### src/rtl/hazard_ctrl_unit_pkg.sv
// Shared definitions for the pipeline hazard/control unit: forward-select codes,
// FSM states and the forward-priority helper.
package hazard_ctrl_unit_pkg;

  localparam logic [1:0] FWD_REG = 2'b00;
  localparam logic [1:0] FWD_EX  = 2'b01;
  localparam logic [1:0] FWD_MEM = 2'b10;

  localparam int STALL_CNT_BITS = 3;

  typedef enum logic {
    ST_RUN     = 1'b0,
    ST_HALTED  = 1'b1
  } state_t;

  // EX has priority over MEM; a load in EX has no result yet, so it never forwards
  // and the MEM path is not consulted for that operand either.
  function automatic logic [1:0] fwd_select(input logic rel_ex, input logic ex_load,
                                            input logic rel_mem);
    if (rel_ex)       return ex_load ? FWD_REG : FWD_EX;
    else if (rel_mem) return FWD_MEM;
    else              return FWD_REG;
  endfunction

endpackage

### src/rtl/hazard_ctrl_unit_detect.sv
// ID-stage RAW relation detection and operand forward selection (purely combinational).
module hazard_ctrl_unit_detect #(
  parameter int REG_BITS = 5,
  parameter int FWD_EN   = 1
) (
  input  logic                id_r1_used,
  input  logic                id_r2_used,
  input  logic [REG_BITS-1:0] id_r1_no,
  input  logic [REG_BITS-1:0] id_r2_no,
  input  logic                ex_reg_write,
  input  logic                ex_mem_to_reg,
  input  logic [REG_BITS-1:0] ex_write_reg,
  input  logic                mem_reg_write,
  input  logic [REG_BITS-1:0] mem_write_reg,
  output logic [1:0]          fwd_a,
  output logic [1:0]          fwd_b,
  output logic                raw_stall
);
  import hazard_ctrl_unit_pkg::*;

  logic r1_ex, r2_ex, r1_mem, r2_mem;

  assign r1_ex  = id_r1_used & ex_reg_write  & (ex_write_reg  == id_r1_no) & (id_r1_no != '0);
  assign r2_ex  = id_r2_used & ex_reg_write  & (ex_write_reg  == id_r2_no) & (id_r2_no != '0);
  assign r1_mem = id_r1_used & mem_reg_write & (mem_write_reg == id_r1_no) & (id_r1_no != '0);
  assign r2_mem = id_r2_used & mem_reg_write & (mem_write_reg == id_r2_no) & (id_r2_no != '0);

  // Forward selection and raw stall request; without forwarding every RAW hazard stalls
  always_comb begin
    fwd_a     = FWD_REG;
    fwd_b     = FWD_REG;
    raw_stall = 1'b0;
    if (FWD_EN != 0) begin
      fwd_a     = fwd_select(r1_ex, ex_mem_to_reg, r1_mem);
      fwd_b     = fwd_select(r2_ex, ex_mem_to_reg, r2_mem);
      raw_stall = ex_mem_to_reg & (r1_ex | r2_ex);
    end else begin
      raw_stall = r1_ex | r2_ex | r1_mem | r2_mem;
    end
  end

endmodule

### src/rtl/hazard_ctrl_unit.sv
// Pipeline control for the 5-stage MIPS CPU: load-use stall, branch flush,
// halt/go FSM and performance counters.
module hazard_ctrl_unit #(
  parameter int REG_BITS     = 5,
  parameter int CNT_WIDTH    = 32,
  parameter int LOAD_BUBBLES = 1,
  parameter int FWD_EN       = 1
) (
  input  logic                 clk,
  input  logic                 rst,
  input  logic                 go,
  input  logic                 id_r1_used,
  input  logic                 id_r2_used,
  input  logic [REG_BITS-1:0]  id_r1_no,
  input  logic [REG_BITS-1:0]  id_r2_no,
  input  logic                 ex_reg_write,
  input  logic                 ex_mem_to_reg,
  input  logic [REG_BITS-1:0]  ex_write_reg,
  input  logic                 mem_reg_write,
  input  logic [REG_BITS-1:0]  mem_write_reg,
  input  logic                 ex_cond_taken,
  input  logic                 ex_uncond,
  input  logic                 wb_halt,
  output logic [1:0]           fwd_a,
  output logic [1:0]           fwd_b,
  output logic                 pc_enable,
  output logic                 ifid_enable,
  output logic                 ifid_flush,
  output logic                 idex_flush,
  output logic                 halted,
  output logic [CNT_WIDTH-1:0] total_cycles,
  output logic [CNT_WIDTH-1:0] condi_branch_num,
  output logic [CNT_WIDTH-1:0] uncondi_branch_num,
  output logic [CNT_WIDTH-1:0] bubble_num
);
  import hazard_ctrl_unit_pkg::*;

  localparam logic [STALL_CNT_BITS-1:0] RELOAD  = STALL_CNT_BITS'(LOAD_BUBBLES - 1);
  localparam logic [CNT_WIDTH-1:0]      CNT_ONE = {{(CNT_WIDTH-1){1'b0}}, 1'b1};

  state_t                    state;
  logic                      go_d;
  logic                      go_rise;
  logic [STALL_CNT_BITS-1:0] stall_cnt;
  logic                      raw_stall;
  logic                      stall;
  logic                      flush;

  hazard_ctrl_unit_detect #(
    .REG_BITS (REG_BITS),
    .FWD_EN   (FWD_EN)
  ) u_detect (
    .id_r1_used    (id_r1_used),
    .id_r2_used    (id_r2_used),
    .id_r1_no      (id_r1_no),
    .id_r2_no      (id_r2_no),
    .ex_reg_write  (ex_reg_write),
    .ex_mem_to_reg (ex_mem_to_reg),
    .ex_write_reg  (ex_write_reg),
    .mem_reg_write (mem_reg_write),
    .mem_write_reg (mem_write_reg),
    .fwd_a         (fwd_a),
    .fwd_b         (fwd_b),
    .raw_stall     (raw_stall)
  );

  assign go_rise = go & ~go_d;
  assign stall   = raw_stall | (stall_cnt != '0);
  assign flush   = ex_cond_taken | ex_uncond;
  assign halted  = (state == ST_HALTED);

  // Pipeline enables: halt freezes the front end, a redirect beats a stall
  always_comb begin
    pc_enable   = 1'b1;
    ifid_enable = 1'b1;
    ifid_flush  = 1'b0;
    idex_flush  = 1'b0;
    if (state == ST_HALTED) begin
      pc_enable   = 1'b0;
      ifid_enable = 1'b0;
    end else if (flush) begin
      ifid_flush  = 1'b1;
      idex_flush  = 1'b1;
    end else if (stall) begin
      pc_enable   = 1'b0;
      ifid_enable = 1'b0;
      idex_flush  = 1'b1;
    end
  end

  // Halt/go FSM; go is edge-detected so a held level resumes only once
  always_ff @(posedge clk) begin
    if (!rst) begin
      state <= ST_RUN;
      go_d  <= 1'b0;
    end else begin
      go_d <= go;
      case (state)
        ST_RUN:    if (wb_halt) state <= ST_HALTED;
        ST_HALTED: if (go_rise) state <= ST_RUN;
        default:   state <= ST_RUN;
      endcase
    end
  end

  // Extra-bubble counter: a detection only arms it when idle, redirect clears it
  always_ff @(posedge clk) begin
    if (!rst) begin
      stall_cnt <= '0;
    end else if (state == ST_RUN) begin
      if (flush)                stall_cnt <= '0;
      else if (stall_cnt != '0) stall_cnt <= stall_cnt - 1'b1;
      else if (raw_stall)       stall_cnt <= RELOAD;
    end
  end

  // Performance counters; frozen while halted except the resume cycle
  always_ff @(posedge clk) begin
    if (!rst) begin
      total_cycles       <= '0;
      condi_branch_num   <= '0;
      uncondi_branch_num <= '0;
      bubble_num         <= '0;
    end else if (state == ST_RUN) begin
      total_cycles <= total_cycles + CNT_ONE;
      if (ex_uncond)          uncondi_branch_num <= uncondi_branch_num + CNT_ONE;
      else if (ex_cond_taken) condi_branch_num   <= condi_branch_num + CNT_ONE;
      if (stall && !flush)    bubble_num         <= bubble_num + CNT_ONE;
    end else if (go_rise) begin
      total_cycles <= total_cycles + CNT_ONE;
    end
  end

endmodule

### config.mk
export PLATFORM = sky130hd
export DESIGN_NAME = hazard_ctrl_unit
export DESIGN_NICKNAME = d
export VERILOG_FILES = /design/src/rtl/hazard_ctrl_unit_pkg.sv /design/src/rtl/hazard_ctrl_unit_detect.sv /design/src/rtl/hazard_ctrl_unit.sv
export SDC_FILE = /design/constraint.sdc
export NUM_CORES = 1
export LEC_CHECK = 0
export BUFFER_PORTS_ARGS = -buffer_cell sky130_fd_sc_hd__buf_2
export CAP_MARGIN = 10
export CORE_MARGIN = 2
export CORE_UTILIZATION = 54
export CTS_CLUSTER_DIAMETER = 50
export DETAILED_ROUTE_END_ITERATION = 12
export PLACE_DENSITY = 0.91
export SYNTH_ARGS = -nofsm -noshare
export SYNTH_HDL_FRONTEND = slang
export SYNTH_HIERARCHICAL = 1
export SYNTH_SLANG_ARGS = --single-unit
### constraint.sdc
create_clock -name clk -period 4.11 [get_ports clk]
set_clock_uncertainty 0.2 [all_clocks]
set_input_delay 0.822 -clock clk [delete_from_list [all_inputs] [get_ports clk]]
set_output_delay 0.822 -clock clk [all_outputs]
set_load 0.01 [all_outputs]
# Word-level counts from Yosys, hierarchy flattened
# Cells that the tools add are included.
# W data, S select, Z words.
[totals]
in_bits = 31
out_inout_bits = 137
regBits = 133
elab_cells = 68
[classes]
n_reduce_logical = 10
n_eq_ne = 5
addsub = 5
bitwise_logic = 20
mux = 21
[ops]
columns = ["cell", "count"]
rows = [
  ["$add A32 B1 Y32 const B", 4],
  ["$mux W32", 2],
  ["$eq A5 B5 Y1", 4],
  ["$and A1 B1 Y1", 14],
  ["$mux W1", 11],
  ["$reduce_bool A5 Y1", 2],
  ["$mux W3", 3],
  ["$mux W2", 4],
  ["$reduce_and A2 Y1", 3],
  ["$reduce_bool A3 Y1", 2],
  ["$not A1 Y1", 3],
  ["$or A1 B1 Y1", 3],
  ["$reduce_and A3 Y1", 1],
  ["$sub A3 B1 Y3 const B", 1],
  ["$ne A2 B1 Y1 const B", 1],
  ["$pmux W1 S2", 1],
  ["$logic_and A1 B1 Y1", 1],
  ["$logic_not A1 Y1", 1],
]

# Depth between registers and ports, before layout
# Gate-level depths: netlist (run 1).
[logic_depth]
word_depth = 9
mapped_depth = 10
mapped_depth_nobuf = 9

# By module
# Netlist (run 1), hierarchy kept.
[modules_own_cells]
columns = ["module", "area_per_inst_um2", "seq_area_each_um2", "instances", "cells_per_inst"]
rows = [
  ["hazard_ctrl_unit", 6224.7, 2662.6, 1, 707],
  ["hazard_ctrl_unit_detect", 302.8, 0.0, 1, 41],
]

# Worst setup path after synthesis (run 1)
# Ideal clock, no wire load.
[synth_path]
path_type = "input port to output port"
start = "input port id_r1_no[0]"
end = "output port pc_enable"
required_ps = 3088
path_buffers = 1
setup_slack_ps = 833
arrival_time_ps = 2255
stages = 7
cell_sequence = "nor3_1 > nand2_1 > nand4_1 > a21boi_1 > or4_1 > a21oi_1 > buf_4"
[synth_between]
elab_chain_cells = 9
elab_cells_between_ends = 10
cone_classes = "eq/ne: 1; mux: 3; bitwise: 5; reduce/logical: 1"
[synth_rtl]
columns = ["item", "line", "source"]
rows = [
  ["start: declaration", "hazard_ctrl_unit.sv:14", "input logic [REG_BITS-1:0] id_r1_no,"],
  ["$eq A5 B5 Y1", "hazard_ctrl_unit_detect.sv:23", "assign r1_ex = id_r1_used & ex_reg_write & (ex_write_reg == id_r1_no) & (id_r1_no != '0);"],
  ["$and A1 B1 Y1", "hazard_ctrl_unit_detect.sv:23", ""],
  ["$and A1 B1 Y1 (*)", "hazard_ctrl_unit_detect.sv:23", ""],
  ["$or A1 B1 Y1 (*)", "hazard_ctrl_unit_detect.sv:36", "raw_stall = ex_mem_to_reg & (r1_ex | r2_ex);"],
  ["$and A1 B1 Y1 (*)", "hazard_ctrl_unit_detect.sv:36", ""],
  ["via raw_stall", "hazard_ctrl_unit.sv:45", "logic raw_stall;"],
  ["$or A1 B1 Y1 (*)", "hazard_ctrl_unit.sv:68", "assign stall = raw_stall | (stall_cnt != '0);"],
  ["$mux W1 (*) (3 in series)", "--", ""],
  ["end: declaration", "hazard_ctrl_unit.sv:26", "output logic pc_enable,"],
]
# The timed path passes the listed nets; every way through them passes the cells marked *.

# Worst setup path after layout (run 1)
[layout_path]
start = "input port id_r2_no[0]"
end = "output port idex_flush"
[layout_between]
elab_chain_cells = 9
elab_cells_between_ends = 10
cone_classes = "eq/ne: 1; mux: 3; bitwise: 5; reduce/logical: 1"
[layout_rtl]
columns = ["item", "line", "source"]
rows = [
  ["start: declaration", "hazard_ctrl_unit.sv:15", "input logic [REG_BITS-1:0] id_r2_no,"],
  ["$eq A5 B5 Y1", "hazard_ctrl_unit_detect.sv:24", "assign r2_ex = id_r2_used & ex_reg_write & (ex_write_reg == id_r2_no) & (id_r2_no != '0);"],
  ["$and A1 B1 Y1", "hazard_ctrl_unit_detect.sv:24", ""],
  ["$and A1 B1 Y1 (*)", "hazard_ctrl_unit_detect.sv:24", ""],
  ["$or A1 B1 Y1 (*)", "hazard_ctrl_unit_detect.sv:36", ""],
  ["$and A1 B1 Y1 (*)", "hazard_ctrl_unit_detect.sv:36", ""],
  ["via raw_stall", "hazard_ctrl_unit.sv:45", ""],
  ["$or A1 B1 Y1 (*)", "hazard_ctrl_unit.sv:68", ""],
  ["$mux W1 (*)", "hazard_ctrl_unit.sv:84", "end else if (stall) begin"],
  ["$mux W1 (*)", "hazard_ctrl_unit.sv:81", "end else if (flush) begin"],
  ["$mux W1 (*)", "hazard_ctrl_unit.sv:78", "if (state == ST_HALTED) begin"],
  ["end: declaration", "hazard_ctrl_unit.sv:29", "output logic idex_flush,"],
]
# Marks and branches as above.

==> results_dict.tcl, run 1 <==
set metrics [dict create \
    outcome "completed" \
    synth_edf_count 0 \
    post-synth-top-area-cell "dfxtp_1" \
    finalSetupViolations 0 \
    first_global_vias 5481 \
    ys_types 49 \
    cts_buffer_depth 2 \
    nets 937 \
    async_flop_share_pct 0 \
    required_ns 3.09 \
    ir_drop_v 0.0001925 \
    num_vias 5847 \
    clock_sinks 133 \
    report.final.slew_viol_count 0 \
    port_buffers 167 \
    viasPerCell 5.506 \
    syn2layout_area_growth_pct 21.79 \
    worst_pin_slew_ns 0.9806 \
    syn_nets 783 \
    drt_wl_total_um 15510 \
    std_cell_rows 40 \
    hold_viol_final 0 \
    cts_resized 0 \
    cts-root-buf "clkbuf_16" \
    min_from "total_cycles[31]$_SDFFE_PN0P_" \
    synth_top_cells_by_area "dfxtp_1 41%, xnor2_1 10%, nor2_1 6.8%" \
    synth_area_per_cell_sq_um 8.727 \
    worstPathMaxFanout 5 \
    track_usage_pct 24.24 \
    hold_path.class "flip-flop to flip-flop" \
    synth.yosys.seq_area_share_pct 40.79 \
    fill_cells 919 \
    cp_data_arrival_time_ns 2.51 \
    start_util_pct 54.80 \
    synth_area_sq_um 6528 \
    io_pins 168 \
    grt_start_max_net_pins 63 \
    diodes 0 \
    fp.dieW_um 113.9 \
    h-tree-depth 4 \
    layout_common_cells "167 x buf_2, 133 x dfxtp_1, 118 x nor2_1" \
    dp.final_hpwl_um 10690 \
    clk_latency_ns 0.42 \
    ant_nets 0 \
    drcViolationCount 0 \
    die-area_sq_um 12980 \
    cts_made_buffers 17 \
    startpoint_type "primary input" \
    rrSetupSlack_ns 1.65 \
    whs_ns 0.2738 \
    first_iter_violations 511 \
    antenna_found_initial 0 \
    post-route-min-period_ns 3.536 \
    holdPathEnd "total_cycles[31]$_SDFFE_PN0P_" \
    rsz0062_at_grt "false" \
    worstReg2RegEnd "condi_branch_num[31]$_SDFFE_PN0P_" \
    pre_cts_ws_ns 0.5405 \
    fin_crit_sh_pct 86.04 \
    fp.dieH_um 113.9 \
    grt_pass1_wl_um 25510 \
    end_kind "primary output" \
    leakagePower_nw 3.314 \
    clock.fmax_mhz 282.8 \
    cts.clk_slew.worst_paths_ns 0.06 \
    yosysWarningCount 6 \
    reg2reg_from "halted$_SDFF_PN0_" \
    holdBufCountCts 0 \
    place_congestion 0.8087 \
    coreArea_sq_um 11910 \
    final_util_pct 66.74 \
    cap_violations 0 \
    first_pass_iters 4 \
    synthFlopType "dfxtp_1" \
    power_density_nw_per_um2 359.1 \
    post_cts_buffers 0 \
    cts_tree "done" \
    ys_ff_latch 133 \
    hold_depth 2 \
    final_common_cell "buf_2" \
    gr-total-overflow 0 \
    total_power_mw 2.855 \
    crit_type "primary input to primary output" \
    netlist.area_leader.share_pct 40.79 \
    wl_per_cell_um 14.61 \
    setup_tns_ns 0 \
    synth_cells 748 \
    worst-r2r-cell-count 5 \
    setup_ws_ns 0.5739 \
    relSlewSlack_pct 34.53 \
    drive_gt1_share_pct 24.59 \
]
-- worst max path at each step --
stage,to,depth (start not counted),from,slack [ns]
detailed placement,idex_flush,9,id_r2_no[0],0.54
global route,idex_flush,9,id_r2_no[0],0.36
CTS,idex_flush,9,id_r2_no[0],0.54
global placement,pc_enable,8,ex_write_reg[4],0.64
finish,idex_flush,9,id_r2_no[0],0.57
floorplan,pc_enable,7,id_r1_no[0],0.83
-- Yosys cell counts (2+ instances only) --
cell type / number
buf_6: 3
dfxtp_1: 133
nand2_1: 57
xor2_1: 45
or3_1: 17
a21oi_1: 21
buf_4: 2
nand2b_1: 7
buf_1: 2
nand3_1: 26
buf_2: 7
nor4_1: 18
nor4_2: 3
nor3_1: 29
nor2_1: 118
nand4_4: 2
o21ai_0: 17
mux2i_1: 8
nand4_1: 34
xnor2_1: 77
and2_1: 16
clkbuf_1: 18
inv_1: 17
nand4_2: 5
nor3_2: 4
and3_1: 17
and4_1: 18
ha_1: 4
nor4_4: 3
-- kinds of logic after synthesis --
kind of cell | Yosys count | share of synthesized area, %
simple gates | 384 | 32.87
flops | 133 | 40.79
xor+xnor | 122 | 16.37
buf+inv | 50 | 3.623
compound gates | 47 | 4.351
mux | 8 | 1.227
fa+ha+maj | 4 | 0.7668
-- final cells by class --
type                            instances  area [sq um]  area share (%)
Inverter                               17         65.06          0.8184
Sequential cell                       133          2663           33.49
Clock buffer                           22         474.2           5.965
Timing Repair Buffer                  168         855.8           10.76
Tap cell                              147         183.9           2.313
Multi-Input combinational cell        565          3628           45.64
Clock inverter                         10         80.08           1.007
-- sequential cells by signal, indices dropped and copies added (netlist names) --
signal              count
halted                  1
uncondi_branch_num     32
condi_branch_num       32
total_cycles           32
stall_cnt               3
bubble_num             32
go_d                    1
-- through the flow --
step,cells,area (sq um)
final,1062,7950
after global placement,1030,7396
after CTS,1062,7950
after global routing,1062,7950
after floorplan,748,6528
after detailed placement,1030,7396
-- per-layer routing --
layer	track usage [%]	share of wire [%]
met5	0	0
met4	9.350	1.7
met3	6.748	5.6
met2	41.11	49
met1	29.20	43
-- power by group --
part / leakage (nW) / internal, mW / switching [mW]
clock: 0.275 / 0.871 / 0.549
sequential: 1.07 / 1.30 / 0.0151
combinational: 1.97 / 0.0474 / 0.0745
-- worst max-delay path: stages --
cell and delay, ns:
buf_2 0.12, nor3_1 0.22, nand2_1 0.10, nand4_1 0.12, a21boi_1 0.11, or4_1 0.59, nor3_1 0.21, nor2_1 0.05
buf_2 0.17
(Power assumes the default switching activity.)
==> run 2, diff against run 1 <==
- BUFFER_PORTS_ARGS: -buffer_cell sky130_fd_sc_hd__buf_2 -> default
- CTS_BUF_LIST: default -> sky130_fd_sc_hd__clkbuf_4
- DONT_BUFFER_PORTS: default -> 1
- PLACE_DENSITY: 0.91 -> 0.79
==> run 2 against run 1 <==
Net effect:
- final cell count down 16%
- critical endpoint is now pc_enable
- wire length fell by 3.1%
- power decreased by 14%
- combinational power down 38%
- global-route usage is 0.95 points lower
==> results_dict.tcl, run 2 (synthesized netlist as in run 1, its figures left out) <==
set metrics [dict create \
    drive_gt1_share_pct 7.754 \
    antenna_found_initial 0 \
    die-area_sq_um 12980 \
    rsz0062_at_grt "false" \
    power.share.combinational_pct 3.1 \
    first_iter_violations 409 \
    h-tree-depth 4 \
    power_density_nw_per_um2 354.5 \
    multi_input_area_sq_um 3628 \
    setup_tns_ns 0 \
    post-route-min-period_ns 3.453 \
    worst_pin_slew_ns 1.118 \
    fin_crit_sh_pct 84.00 \
    ir_drop_v 0.0001855 \
    start_util_pct 54.80 \
    cp_data_arrival_time_ns 2.43 \
    io_pins 168 \
    clock_sinks 133 \
    cp_slowest_cell "or4_1" \
    syn2layout_area_growth_pct 5.808 \
    num_vias 5293 \
    first_global_vias 5216 \
    crit_chain "nor3_1 -> nand2_1 -> nand4_1 -> a21boi_1 -> or4_1 -> a21oi_1" \
    place_congestion 0.9046 \
    critPathMaxStageDelay_ns 0.59 \
    wl_per_cell_um 16.80 \
    holdBufCountCts 0 \
    cts.clk_slew.worst_paths_ns 0.12 \
    worstReg2RegEnd "condi_branch_num[31]$_SDFFE_PN0P_" \
    grt_start_max_net_pins 64 \
    hold_viol_final 0 \
    cts-root-buf "clkbuf_4" \
    hold_depth 1 \
    min_from "rst" \
    clkPwrFrac_pct 43.0 \
    final-seq-area_sq_um 2663 \
    leakagePower_nw 2.345 \
    worstPathMaxFanout 5 \
    end_kind "primary output" \
    relSlewSlack_pct 25.39 \
    final_common_cell "dfxtp_1" \
    finalSetupViolations 0 \
    seqPwrFrac_pct 53.9 \
    nets 770 \
    clk_latency_ns 0.54 \
    crit_type "primary input to primary output" \
    hold_path.class "primary input to flip-flop" \
    cts_resized 0 \
    internal_power_mw 1.884 \
    rrSetupSlack_ns 1.47 \
    post_cts_buffers 0 \
    diodes 0 \
    reg2reg_from "halted$_SDFF_PN0_" \
    fp.dieH_um 113.9 \
    fp.dieW_um 113.9 \
    startpoint_type "primary input" \
    worst-r2r-cell-count 5 \
    cts_buffer_depth 2 \
    cap_violations 0 \
    power.switching_mw 0.5640 \
    required_ns 3.09 \
    std_cell_rows 40 \
    fill_cells 1045 \
    clock.fmax_mhz 289.6 \
    dp.final_hpwl_um 10780 \
    drcViolationCount 0 \
    gr-total-overflow 0 \
    ant_nets 0 \
    report.final.slew_viol_count 0 \
    stdcell_count 895 \
    first_pass_iters 4 \
    whs_ns 0.1979 \
    p_sw_share_pct 23.04 \
    layout_common_cells "133 x dfxtp_1, 118 x nor2_1, 77 x xnor2_1" \
    track_usage_pct 23.28 \
    viasPerCell 5.914 \
    outcome "completed" \
    dp_cells 863 \
    port_buffers 0 \
    grt_pass1_wl_um 24520 \
    cts_tree "done" \
    holdPathEnd "total_cycles[2]$_SDFFE_PN0P_" \
    cts_made_buffers 17 \
    coreArea_sq_um 11910 \
    drt_wl_total_um 15040 \
]
==> run 2: worst max-delay path: cells and delay by family <==
| kind | cells | cell delay, ns |
|---|---|---|
| simple gates | 4 | 1.00 |
| compound gates | 2 | 0.60 |
==> run 2: worst max path at each step <==
stage | endpoint | cells past startpoint | start | slack (ns)
2_1_floorplan | pc_enable | 7 | id_r1_no[0] | 0.83
3_3_place_gp | pc_enable | 6 | id_r1_no[0] | 0.73
3_5_place_dp | pc_enable | 6 | ex_write_reg[4] | 0.68
4_1_cts | pc_enable | 6 | ex_write_reg[4] | 0.67
5_1_grt | pc_enable | 6 | id_r1_no[0] | 0.49
6_report | pc_enable | 6 | id_r1_no[0] | 0.66
==> run 2: cell type report <==
class                           count  area share, %
Clock buffer                       19          2.065
Clock inverter                     13          2.953
Inverter                           17         0.9420
Multi-Input combinational cell    565          52.54
Sequential cell                   133          38.55
Tap cell                          147          2.663
Timing Repair Buffer                1         0.2899
==> run 2: power groups by stage <==
stage | Sequential, mW | Combinational [mW] | Clock, mW
after global routing | 1.32 | 0.0856 | 1.13
after floorplan | 1.34 | 0.0739 | 0
after CTS | 1.32 | 0.0765 | 1.07
after detailed placement | 1.35 | 0.0763 | 0
after global placement | 1.35 | 0.0729 | 0
final | 1.32 | 0.0761 | 1.05
==> run 2: metrics by stage <==
step | area (sq um) | utilization [%] | power (mW) | setup slack, ns
2_1_floorplan | 6528 | - | 1.412 | 0.8330
3_3_place_gp | 6560 | 55.07 | 1.420 | 0.7308
5_1_grt | 6907 | 57.98 | 2.537 | 0.4905
6_report | 6907 | 57.98 | 2.448 | 0.6575
4_1_cts | 6907 | 57.98 | 2.467 | 0.6691
3_5_place_dp | 6560 | 55.07 | 1.424 | 0.6751
==> run 2: layer usage <==
layer	global-route usage (%)	share of wire, %	vias up
li1	-	-	2565
met1	25.56	40	2509
met2	40.63	50	199
met3	9.139	8.7	20
met4	8.618	1.6	0
met5	0	0	-
